==> src/rtl/vector_mem_sequencer_if.sv <==
// Connection bundle between the MEM stage, the vector sequencer and the scalar data memory port.
// The master side is the sequencer; the slave side is the pipeline/memory environment.
interface vector_mem_sequencer_if #(
    parameter int LANES  = 4,
    parameter int DATA_W = 8,
    parameter int ADDR_W = 16
);
    logic                    start;
    logic                    is_write;
    logic [ADDR_W-1:0]       base_addr;
    logic [LANES*DATA_W-1:0] wdata_vec;
    logic                    stall;
    logic                    busy;
    logic                    mem_req;
    logic                    mem_we;
    logic [ADDR_W-1:0]       mem_addr;
    logic [DATA_W-1:0]       mem_wdata;
    logic                    mem_ack;
    logic [DATA_W-1:0]       mem_rdata;
    logic [LANES*DATA_W-1:0] rdata_vec;
    logic                    done;

    modport master (
        input  start, is_write, base_addr, wdata_vec, mem_ack, mem_rdata,
        output stall, busy, mem_req, mem_we, mem_addr, mem_wdata, rdata_vec, done
    );

    modport slave (
        output start, is_write, base_addr, wdata_vec, mem_ack, mem_rdata,
        input  stall, busy, mem_req, mem_we, mem_addr, mem_wdata, rdata_vec, done
    );
endinterface

==> src/rtl/vector_mem_sequencer.sv <==
// Serialises a vector load/store into one scalar memory transaction per lane,
// stalling the pipeline until the whole vector has been transferred.
module vector_mem_sequencer #(
    parameter int LANES  = 4,
    parameter int DATA_W = 8,
    parameter int ADDR_W = 16
) (
    input  logic                   clk,
    input  logic                   rst,
    vector_mem_sequencer_if.master bus
);
    localparam int LW = $clog2(LANES);
    localparam logic [LW-1:0] LAST_LANE = LW'(LANES - 1);

    typedef enum logic [1:0] {IDLE, ACCESS, DONE} state_t;

    state_t                  state_q, state_d;
    logic [LW-1:0]           lane_q, lane_d;
    logic                    we_q, we_d;
    logic [ADDR_W-1:0]       base_q, base_d;
    logic [LANES*DATA_W-1:0] wdata_q, wdata_d;
    logic [LANES*DATA_W-1:0] rdata_q, rdata_d;

    always_ff @(posedge clk or posedge rst) begin
        if (rst) begin
            state_q <= IDLE;
            lane_q  <= '0;
            we_q    <= 1'b0;
            base_q  <= '0;
            wdata_q <= '0;
            rdata_q <= '0;
        end else begin
            state_q <= state_d;
            lane_q  <= lane_d;
            we_q    <= we_d;
            base_q  <= base_d;
            wdata_q <= wdata_d;
            rdata_q <= rdata_d;
        end
    end

    always_comb begin
        state_d = state_q;
        lane_d  = lane_q;
        we_d    = we_q;
        base_d  = base_q;
        wdata_d = wdata_q;
        rdata_d = rdata_q;
        unique case (state_q)
            IDLE: begin
                if (bus.start) begin
                    we_d    = bus.is_write;
                    base_d  = bus.base_addr;
                    wdata_d = bus.wdata_vec;
                    lane_d  = '0;
                    state_d = ACCESS;
                end
            end
            ACCESS: begin
                if (bus.mem_ack) begin
                    // Stores leave the gathered load vector untouched.
                    if (!we_q) begin
                        rdata_d[int'(lane_q)*DATA_W +: DATA_W] = bus.mem_rdata;
                    end
                    if (lane_q == LAST_LANE) begin
                        state_d = DONE;
                    end else begin
                        lane_d = lane_q + LW'(1);
                    end
                end
            end
            DONE: begin
                state_d = IDLE;
            end
            default: begin
                state_d = IDLE;
            end
        endcase
    end

    // Memory-side outputs depend on registered state only, never on mem_ack.
    assign bus.mem_req   = (state_q == ACCESS);
    assign bus.mem_we    = (state_q == ACCESS) && we_q;
    assign bus.mem_addr  = base_q + {{(ADDR_W-LW){1'b0}}, lane_q};
    assign bus.mem_wdata = wdata_q[int'(lane_q)*DATA_W +: DATA_W];
    assign bus.rdata_vec = rdata_q;
    assign bus.done      = (state_q == DONE);
    assign bus.busy      = (state_q != IDLE);
    assign bus.stall     = ((state_q == IDLE) && bus.start) || (state_q == ACCESS);
endmodule

==> src/flat_wrapper.sv <==
// flat-port wrapper written by rule: the top's interface ports become plain ports
module vector_mem_sequencer_flat 
#(
    parameter int LANES  = 4,
    parameter int DATA_W = 8,
    parameter int ADDR_W = 16
)
  (clk, rst, bus_start, bus_is_write, bus_base_addr, bus_wdata_vec, bus_mem_ack, bus_mem_rdata, bus_stall, bus_busy, bus_mem_req, bus_mem_we, bus_mem_addr, bus_mem_wdata, bus_rdata_vec, bus_done);
  vector_mem_sequencer_if #(.LANES(LANES), .DATA_W(DATA_W), .ADDR_W(ADDR_W)) bus_i ();
  input  logic clk;
  input  logic rst;
  input wire logic [$bits(bus_i.start)-1:0] bus_start;
  input wire logic [$bits(bus_i.is_write)-1:0] bus_is_write;
  input wire logic [$bits(bus_i.base_addr)-1:0] bus_base_addr;
  input wire logic [$bits(bus_i.wdata_vec)-1:0] bus_wdata_vec;
  input wire logic [$bits(bus_i.mem_ack)-1:0] bus_mem_ack;
  input wire logic [$bits(bus_i.mem_rdata)-1:0] bus_mem_rdata;
  output wire logic [$bits(bus_i.stall)-1:0] bus_stall;
  output wire logic [$bits(bus_i.busy)-1:0] bus_busy;
  output wire logic [$bits(bus_i.mem_req)-1:0] bus_mem_req;
  output wire logic [$bits(bus_i.mem_we)-1:0] bus_mem_we;
  output wire logic [$bits(bus_i.mem_addr)-1:0] bus_mem_addr;
  output wire logic [$bits(bus_i.mem_wdata)-1:0] bus_mem_wdata;
  output wire logic [$bits(bus_i.rdata_vec)-1:0] bus_rdata_vec;
  output wire logic [$bits(bus_i.done)-1:0] bus_done;
  assign bus_i.start = bus_start;
  assign bus_i.is_write = bus_is_write;
  assign bus_i.base_addr = bus_base_addr;
  assign bus_i.wdata_vec = bus_wdata_vec;
  assign bus_i.mem_ack = bus_mem_ack;
  assign bus_i.mem_rdata = bus_mem_rdata;
  assign bus_stall = bus_i.stall;
  assign bus_busy = bus_i.busy;
  assign bus_mem_req = bus_i.mem_req;
  assign bus_mem_we = bus_i.mem_we;
  assign bus_mem_addr = bus_i.mem_addr;
  assign bus_mem_wdata = bus_i.mem_wdata;
  assign bus_rdata_vec = bus_i.rdata_vec;
  assign bus_done = bus_i.done;
  vector_mem_sequencer #(.LANES(LANES), .DATA_W(DATA_W), .ADDR_W(ADDR_W)) u_core (.clk(clk), .rst(rst), .bus(bus_i));
endmodule
==> config.mk <==
export PLATFORM = sky130hd
export DESIGN_NAME = vector_mem_sequencer_flat
export DESIGN_NICKNAME = d
export VERILOG_FILES = /design/src/rtl/vector_mem_sequencer_if.sv /design/src/rtl/vector_mem_sequencer.sv /design/src/flat_wrapper.sv
export SDC_FILE = /design/constraint.sdc
export NUM_CORES = 1
export LEC_CHECK = 0
export CAP_MARGIN = 20
export CORE_UTILIZATION = 23
export CTS_BUF_LIST = sky130_fd_sc_hd__clkbuf_4 sky130_fd_sc_hd__clkbuf_8 sky130_fd_sc_hd__clkbuf_16
export CTS_CLUSTER_DIAMETER = 120
export DETAILED_ROUTE_END_ITERATION = 7
export PLACE_DENSITY_LB_ADDON = 0.05
export SLEW_MARGIN = 40
export SYNTH_ARGS = -nofsm -noshare
export SYNTH_HDL_FRONTEND = slang
export SYNTH_SLANG_ARGS = --single-unit
==> constraint.sdc <==
create_clock -name clk -period 7.95 [get_ports clk]
set_clock_uncertainty 0.2 [all_clocks]
set_input_delay 1.59 -clock clk [delete_from_list [all_inputs] [get_ports clk]]
set_output_delay 1.59 -clock clk [all_outputs]
set_load 0.02 [all_outputs]
==> Yosys cells after proc, flatten, opt, wreduce, memory -nomap -nowiden <==
Cells that the tools add are included.
{ "word_totals": {"word_cells": 39, "input_bits": 61, "reg_bits": 85} }
{ "classes": {"add_sub_neg": 3, "n_reduce_logical": 10, "mux": 9, "bitwise": 1, "n_eq_ne": 7, "n_shift": 3} }
{ "ops": {"columns": ["op", "count"], "rows": [
  ["negator 5 -> 33 bit", 1],
  ["variable shift 8 x 33 -> 32 bit, first input constant", 1],
  ["variable part select 8 x 33 -> 32 bit", 1],
  ["bitwise mux 32 bit", 1],
  ["variable part select 32 x 6 -> 8 bit", 1],
  ["adder 16 x 2 -> 16 bit", 1],
  ["two-way mux 2 bit", 6],
  ["one-hot mux 2 bit (2 select lines)", 2],
  ["!= test 2 bit, second input constant", 3],
  ["AND reduction 3 bit", 2],
  ["== test 2 bit, second input constant", 2],
  ["AND reduction 4 bit", 1],
  ["nonzero test 2 bit", 2],
  ["adder 2 x 1 -> 2 bit, second input constant", 1],
  ["== test 2 x 1 -> 1 bit, second input constant", 1],
  ["logical AND 1 bit", 2],
  ["logical NOT 2 bit", 1],
  ["!= test 2 x 1 -> 1 bit, second input constant", 1],
  ["AND reduction 2 bit", 1],
  ["logical OR 1 bit", 1],
  ["inverter 1 bit", 1]
]} }

==> Longest topological paths before layout <==
{ "logic_depth": {"ltp_word": 4, "mapped_depth": 6, "mapped_depth_nobuf": 6} }

==> Worst setup path after synthesis <==
Ideal clock, no wire load.
{ "synth_timing": {"path_kind": "reg-to-output", "startpoint": "register u_core.lane_q[1]", "endpoint": "output bus_mem_addr[12]", "stages_incl_launch_ff": 7, "t_arrival_ns": 2.162, "n_path_buf": 1, "path_slack_ns": 3.998, "t_required_ns": 6.160, "path_cell_list": "dfrtp_1 > clkbuf_1 > inv_1 > fa_1 > nor3_2 > nand4_1 > xnor2_1"} }
{ "synth_between": {"elab_chain_len": 1} }
{ "synth_rtl": {"columns": ["element", "line_no", "rtl"], "rows": [
  ["start: declaration", "vector_mem_sequencer.sv:18", "logic [LW-1:0] lane_q, lane_d;"],
  ["start signal: assignment", "vector_mem_sequencer.sv:34", "lane_q <= lane_d;"],
  ["adder 16 x 2 -> 16 bit", "vector_mem_sequencer.sv:84", "assign bus.mem_addr = base_q + {{(ADDR_W-LW){1'b0}}, lane_q};"],
  ["end: declaration", "flat_wrapper.sv:22", "output wire logic [$bits(bus_i.mem_addr)-1:0] bus_mem_addr;"]
]} }
No other way between the ends.

==> Final worst setup path <==
Same ends and word-level chain as after synthesis.

==> flow_results.xml <==
<?xml version="1.0" encoding="UTF-8"?>
<metrics>
  <group name="sta">
    <metric name="final.period_utilization" unit="%">62.6</metric>
    <metric name="finalCriticalPeriod" unit="ns">4.98</metric>
    <metric name="timing.max_slew.rel_slack" unit="%">52.8</metric>
    <metric name="setup_viol_count_final" unit="">0</metric>
    <metric name="layout_setup_ws" unit="ns">2.97</metric>
    <metric name="final-max-slew-violation-count" unit="">0</metric>
    <metric name="timing_worst_slew_pin_value" unit="ns">0.709</metric>
    <metric name="final.setup.tns" unit="ns">0</metric>
    <metric name="grt_setup_unrepaired" unit="">no</metric>
    <metric name="hold_viol" unit="">0</metric>
    <metric name="timing.fmax" unit="MHz">201</metric>
  </group>
  <group name="route">
    <metric name="antenna_violation_net_count_after_detailed_routing" unit="">0</metric>
    <metric name="drt-met1-wl" unit="um">4890</metric>
    <metric name="post-route-drc-count" unit="">0</metric>
    <metric name="detailroute.via_count" unit="">2834</metric>
    <metric name="route.detailed.vias_per_inst" unit="">4.41</metric>
    <metric name="wl_per_cell" unit="um">16.7</metric>
    <metric name="drt_first_iter_violations" unit="">134</metric>
    <metric name="met2_wirelength" unit="um">5190</metric>
    <metric name="dr.pass1.iters" unit="">4</metric>
    <metric name="postRouteWirelength" unit="um">10700</metric>
    <metric name="dr_wl_met3" unit="um">562</metric>
    <metric name="top_layer" unit="">met4</metric>
  </group>
  <group name="status">
    <metric name="outcome" unit="">complete, no violations</metric>
  </group>
  <group name="worst_setup_path">
    <metric name="worstSetupEndpointType" unit="">output port</metric>
    <metric name="crit_arrival" unit="ns">3.19</metric>
    <metric name="critPathLaunchType" unit="">flop</metric>
    <metric name="required" unit="ns">6.16</metric>
    <metric name="setup.worst_path.class" unit="">flop to output port</metric>
    <metric name="worstPathMaxFanout" unit="">12</metric>
  </group>
  <group name="clock_network">
    <metric name="cts_inserted_buffers" unit="">9</metric>
    <metric name="ctsRootBufferMaster" unit="">sky130_fd_sc_hd__clkbuf_16</metric>
    <metric name="cts_hold_repair.buffers" unit="">0</metric>
    <metric name="post_cts_buffers" unit="">0</metric>
    <metric name="clock_latency" unit="ns">0.33</metric>
    <metric name="count_of_clock_tree_sinks" unit="">85</metric>
    <metric name="cts_tree" unit="">yes</metric>
    <metric name="clk_transition_reported_paths" unit="ns">0.06</metric>
    <metric name="clk_path_buf_depth" unit="">2</metric>
    <metric name="cts_repair_resize_count" unit="">0</metric>
    <metric name="cts_max_level" unit="">3</metric>
  </group>
  <group name="pwr">
    <metric name="cellLeakagePower" unit="uW">0.00237</metric>
    <metric name="worst_voltage_drop_across_the_vdd_grid" unit="mV">0.150</metric>
    <metric name="pwr_density_cell" unit="nW/um^2">395</metric>
  </group>
  <group name="synth">
    <metric name="post_synth_xor_xnor_area" unit="%">3.05</metric>
    <metric name="synth.cell_area" unit="um^2">4010</metric>
    <metric name="synth_seq_area_share" unit="%">53.0</metric>
    <metric name="synth.avg_cell_area" unit="um^2">13.6</metric>
    <metric name="syn-num-nets" unit="">365</metric>
    <metric name="yosys.cell_types.count" unit="">33</metric>
    <metric name="syn-instance-count" unit="">296</metric>
    <metric name="yosysWarningCount" unit="">0</metric>
    <metric name="synth_compound_gate_area_share" unit="%">8.98</metric>
    <metric name="yosys.area_share.adder" unit="%">2.68</metric>
    <metric name="postSynthRegisterBits" unit="">85</metric>
    <metric name="synth.mux.area_fraction" unit="%">18.0</metric>
    <metric name="synth-simple-area-share" unit="%">11.4</metric>
    <metric name="main_combinational_cell_family_by_area_after_synthesis" unit="">multiplexers</metric>
  </group>
  <group name="grt">
    <metric name="grt_antenna_before_repair" unit="">0</metric>
    <metric name="track_usage" unit="%">12.6</metric>
    <metric name="grt_pass1_vias" unit="">2997</metric>
    <metric name="wire_length_of_the_first_global_routing_pass" unit="um">17000</metric>
    <metric name="grt_max_degree" unit="">53</metric>
    <metric name="global_route.overflow_total" unit="">0</metric>
  </group>
  <group name="placement">
    <metric name="gp_routability_congestion" unit="">0.710</metric>
    <metric name="hpwl_after_dpl" unit="um">7620</metric>
    <metric name="dp_slack" unit="ns">3.11</metric>
    <metric name="dpl_cell_area" unit="um^2">5430</metric>
    <metric name="port_buffers" unit="">121</metric>
  </group>
  <group name="cells_and_area">
    <metric name="antenna-diode-count" unit="">0</metric>
    <metric name="area_growth" unit="%">42.7</metric>
    <metric name="final_layout_size_suffix_gt1_share" unit="%">25.8</metric>
    <metric name="mostFrequentLayoutCell" unit="">sky130_fd_sc_hd__clkdlybuf4s50_1</metric>
    <metric name="design_area" unit="um^2">5730</metric>
    <metric name="most-common-layout-cells" unit="">sky130_fd_sc_hd__clkdlybuf4s50_1, sky130_fd_sc_hd__dfrtp_1, sky130_fd_sc_hd__mux2_2, sky130_fd_sc_hd__nand4_1, sky130_fd_sc_hd__a21bo_2</metric>
    <metric name="num-nets-final" unit="">486</metric>
  </group>
  <group name="floorplanning">
    <metric name="design.die.area" unit="um^2">18000</metric>
    <metric name="floorplan.initialDensity" unit="%">23.9</metric>
    <metric name="die_h" unit="um">134</metric>
    <metric name="die_outline_width" unit="um">134</metric>
    <metric name="pin_count" unit="">122</metric>
    <metric name="core-area" unit="um^2">16800</metric>
    <metric name="fp-row-count" unit="">47</metric>
  </group>
  <group name="job">
    <metric name="max_cap_viol_count" unit="">0</metric>
  </group>
  <group name="min_path">
    <metric name="min_path_type" unit="">flop to flop</metric>
  </group>
</metrics>
-- flip-flops by register name, summed over array words and instances (netlist names) --
signal,count
u_core.lane_q,2
u_core.state_q,2
u_core.bus.rdata_vec,32
u_core.base_q,16
u_core.wdata_q,32
u_core.we_q,1
-- cell usage after synthesis, drive strengths merged --
cell type | count | area (um^2)
a21bo | 32 | 320
a21o | 1 | 7.51
a21oi | 2 | 10.0
and2 | 1 | 6.26
and4 | 2 | 17.5
buf | 9 | 67.6
clkbuf | 5 | 18.8
dfrtp | 85 | 2130
fa | 1 | 20.0
ha | 7 | 87.6
inv | 8 | 30.0
mux2 | 48 | 541
mux4 | 8 | 180
nand2 | 12 | 45.0
nand2b | 1 | 6.26
nand3 | 3 | 15.0
nand3b | 1 | 7.51
nand4 | 35 | 219
nor2 | 5 | 33.8
nor2b | 2 | 12.5
nor3 | 3 | 30.0
nor3b | 4 | 45.1
nor4b | 1 | 8.76
o21ai | 3 | 15.0
o31ai | 1 | 7.51
or2 | 2 | 12.5
xnor2 | 11 | 96.3
xor2 | 3 | 26.3
-- cell type report --
cell class / count / area, um^2
well taps: 220 / 275
flip-flops and latches: 85 / 2130
clock buffers: 12 / 260
fillers: 1710 / 11100
multi-input cells: 189 / 1770
inverters: 8 / 31.3
repair buffers: 124 / 1240
clock inverters: 4 / 22.5
-- metal layers --
metal	GRT usage, %	vias up
met3	4.65	5
met2	20.3	72
met1	16.2	1422
met4	2.62	0
li1	-	1335
met5	0	-
-- logic make-up after synthesis --
logic type,count (synthesis)
buffers and inverters,22
AO/OA/AOI/OAI,39
adder cells (fa/ha/maj),8
multiplexers,56
flip-flops,85
AND/OR/NAND/NOR,72
XOR/XNOR,14
-- path summary, 6_finish.rpt --
check | endpoint | start | depth (start not counted) | slack [ns]
max | bus_mem_addr[12] | u_core.lane_q[1] | 6 | 2.97
min | u_core.bus.rdata_vec[3] | u_core.bus.rdata_vec[3] | 1 | 0.27
max reg2reg | u_core.bus.rdata_vec[19] | u_core.lane_q[1] | 5 | 5.40
min reg2reg | u_core.bus.rdata_vec[3] | u_core.bus.rdata_vec[3] | 1 | 0.27
max in group asynchronous | u_core.bus.rdata_vec[12] | rst | 3 | 4.98
min in group asynchronous | u_core.base_q[12] | rst | 2 | 1.46
-- per-stage QoR --
step | power [uW] | utilization [%] | hold slack [ns] | cells
final | 2270 | 34.1 | 0.274 | 642
after global routing | 2410 | 34.1 | 0.290 | 642
after CTS | 2310 | 34.0 | 0.285 | 641
after detailed placement | 1880 | 32.3 | 0.270 | 625
after global placement | 1880 | 32.3 | 0.261 | 625
after floorplan | 1410 | - | 0.253 | 296
-- power by group --
| part | leakage [uW] | total (uW) | internal [uW] | switching, uW |
|---|---|---|---|---|
| combinational | 0.00116 | 1090 | 575 | 517 |
| clock | 0.000142 | 402 | 231 | 171 |
| sequential | 0.00107 | 771 | 619 | 152 |
| total | 0.00237 | 2270 | 1430 | 840 |
-- worst max-delay path: stages, from the launching register on --
cell and delay (ns):
sky130_fd_sc_hd__dfrtp_1 0.71, sky130_fd_sc_hd__inv_1 0.26, sky130_fd_sc_hd__fa_1 0.51, sky130_fd_sc_hd__nor3_2 0.41
sky130_fd_sc_hd__nand4_1 0.18, sky130_fd_sc_hd__xnor2_1 0.16, sky130_fd_sc_hd__clkdlybuf4s50_1 0.62
Power figures use the tool's default switching activity.
==> edit: new RTL, same settings <==
Take the reset off `rdata_q` and load it in a clocked block of its own.
--- a/src/rtl/vector_mem_sequencer.sv
+++ b/src/rtl/vector_mem_sequencer.sv
@@ -28,15 +28,17 @@
             we_q    <= 1'b0;
             base_q  <= '0;
             wdata_q <= '0;
-            rdata_q <= '0;
         end else begin
             state_q <= state_d;
             lane_q  <= lane_d;
             we_q    <= we_d;
             base_q  <= base_d;
             wdata_q <= wdata_d;
-            rdata_q <= rdata_d;
         end
+    end
+
+    always_ff @(posedge clk) begin
+        rdata_q <= rdata_d;
     end
 
     always_comb begin
Function: differs if rst is asserted again (counterexample within 4 cycles, from zero or initial values and one cycle with rst high); with rst held inactive, the same outputs for 4 cycles.
==> edit against the unedited design <==
  * Setup slack lost 0.18 ns
  * Maximum frequency shrank 3.5%
  * Sequential cell count is the same
  * Sequential share of layout area grew 3.4 points
  * Global-route usage shrank 0.90 points
  * Utilization grew 0.061 points
  * Routed wire length shrank 12%
  * Design area shrank 1.6%
  * Synthesized area shrank 3.6%
  * Total power shrank 6.6%
  * Critical path type is now primary input to output pin
  * Clock power grew 5%
  * Highest routed layer unchanged
  * Hold slack gained 0.031 ns
==> edit: results <==
metrics = {
    "synthesis": {
        "synth_warnings": 0,
        "synth.area.top_cells": "dfrtp_1 34%, edfxtp_1 25%, mux2_2 14%, and2_1 5.8%, mux4_2 4.7%",
        "synth_common_cells": "53 x dfrtp_1, 49 x mux2_2, 36 x and2_1",
        "netlist_instances": 257,
        "synth_edf_count": 32,
        "syn_nets": 326,
        "synthArstFlopShare_pct": 62.35,
        "synth_flop_cell": "dfrtp_1",
        "ys_types": 31,
        "seq_area_frac_synth_pct": 59.12,
    },
    "clock_tree": {
        "numCtsBuffers": 9,
        "path_clk_slew_ns": 0.06,
        "clockBufferDepth": 2,
        "insertion_delay_ns": 0.34,
        "post_cts.repair.setup_buffers": 0,
        "htree_levels": 3,
        "post_cts_resized": 0,
        "root_buffer": "clkbuf_16",
    },
    "global_route": {
        "grt_pass1_wl_mm": 15.25,
        "grt_antenna_before_repair": 0,
        "grt_max_degree": 54,
        "grt_usage_pct": 11.71,
        "grt_pass1_vias": 2657,
    },
    "worst_hold_path": {
        "worst_hold_path.num_cells": 1,
        "holdCritPathClass": "flop to flop",
    },
    "power_and_ir_drop": {
        "internal_power_mw": 1.386,
        "leakage_nw": 2.158,
        "ir_drop_mv": 0.1846,
    },
    "setup_path": {
        "slowest_delay_ns": 0.59,
        "crit_fanout": 27,
        "crit_path_top_delay_cell": "clkdlybuf4s50_1",
        "reg2reg_depth": 4,
    },
    "placement": {
        "placedCellCount": 595,
        "hpwl_mm": 6.646,
        "port_buffers": 121,
        "gp_congestion": 0.7034,
    },
    "layout": {
        "layout-drive-gt1-share_pct": 22.51,
        "final_cells": 611,
        "antennaDiodeCount": 0,
        "num-nets-final": 455,
    },
    "detailed_routing": {
        "drt-initial-drc-count": 89,
        "drt-wirelength-per-cell_um": 15.48,
        "drc": 0,
        "viasPerCell": 3.982,
        "drt-pass1-iter-count": 4,
    },
    "sta": {
        "max-slew-margin-rel_pct": 49.23,
        "hold_viol_final": 0,
    },
    "run_status": {
        "status": "complete, no violations",
    },
}
## edit: changes by cell type in the layout (fill, tap and decap cells not counted), moves of 4 or more
cell	before	now
edfxtp_1	0	32
and3_1	0	5
nand2_1	12	4
nand4_1	35	0
dfrtp_1	84	53
a21bo_2	27	0
mux2_1	4	0
mux2_2	44	49
a21bo_1	5	0
and2_1	1	36
## edit: path summary, 6_finish.rpt
check	from	end	slack, ns
max	bus_start	bus_stall	2.79
min	u_core.wdata_q[10]$_DFFE_PP0P_	u_core.wdata_q[10]$_DFFE_PP0P_	0.31
max reg2reg	u_core.lane_q[1]$_DFFE_PP0P_	u_core.bus.rdata_vec[3]$_DFFE_PP_	5.24
min reg2reg	u_core.wdata_q[10]$_DFFE_PP0P_	u_core.wdata_q[10]$_DFFE_PP0P_	0.31
max in group asynchronous	rst	u_core.base_q[4]$_DFFE_PP0P_	5.70
min in group asynchronous	rst	u_core.wdata_q[17]$_DFFE_PP0P_	1.49
## edit: cells by family (layout without fill, tap and decap cells)
group | after synthesis | after routing | share of synthesized area [%]
DFF | 85 | 85 | 59.12
and+or+nand+nor | 72 | 72 | 12.06
muxes | 57 | 57 | 18.92
buffers and inverters | 15 | 149 | 3.072
xor gates and xnor gates | 14 | 14 | 3.170
adders and majority gates | 8 | 8 | 2.781
AOI/OAI and AO/OA | 6 | 6 | 0.8732
## edit: per-layer routing
layer  up-vias  routed length, µm  global-route usage (%)
met5         -                  0                       0
met4         0                151                   5.426
met3        11                459                   2.932
met2        74               4112                   16.78
met1      1183               4732                   16.43
li1       1165                  -                       -
## edit: final cells by class
cell class / count / area [µm²]
fill: 1642 / 10890
sequential: 85 / 2287
multi-input combinational: 157 / 1478
timing repair buffer: 125 / 1277
tap: 220 / 275.3
clock buffer: 9 / 225.2
clock inverter: 7 / 66.31
inverter: 8 / 30.03
## edit: power by group through the flow
| stage | Combinational (mW) | Sequential [mW] | Clock, mW |
|---|---|---|---|
| 6_report | 0.956 | 0.737 | 0.421 |
| 5_1_grt | 1.03 | 0.762 | 0.458 |
| 4_1_cts | 0.973 | 0.740 | 0.438 |
| 3_5_place_dp | 0.969 | 0.748 | 0 |
| 3_3_place_gp | 0.950 | 0.747 | 0 |
| 2_1_floorplan | 0.588 | 0.730 | 0 |
## edit: metrics by stage
step | setup slack, ns | util [%] | power, mW | instance area (µm²)
after global routing | 2.555 | 34.13 | 2.249 | 5639
after global placement | 2.405 | 31.96 | 1.696 | 5281
final | 2.789 | 34.13 | 2.115 | 5639
after detailed placement | 2.771 | 32.34 | 1.717 | 5344
after floorplan | 4.018 | - | 1.317 | 3869
after CTS | 2.714 | 34.10 | 2.150 | 5635
## edit: critical path: cells and delay by family
| kind | cells | cell delay, ns |
|---|---|---|
| AND/OR/NAND/NOR | 2 | 0.40 |
| buffers and inverters | 4 | 1.36 |
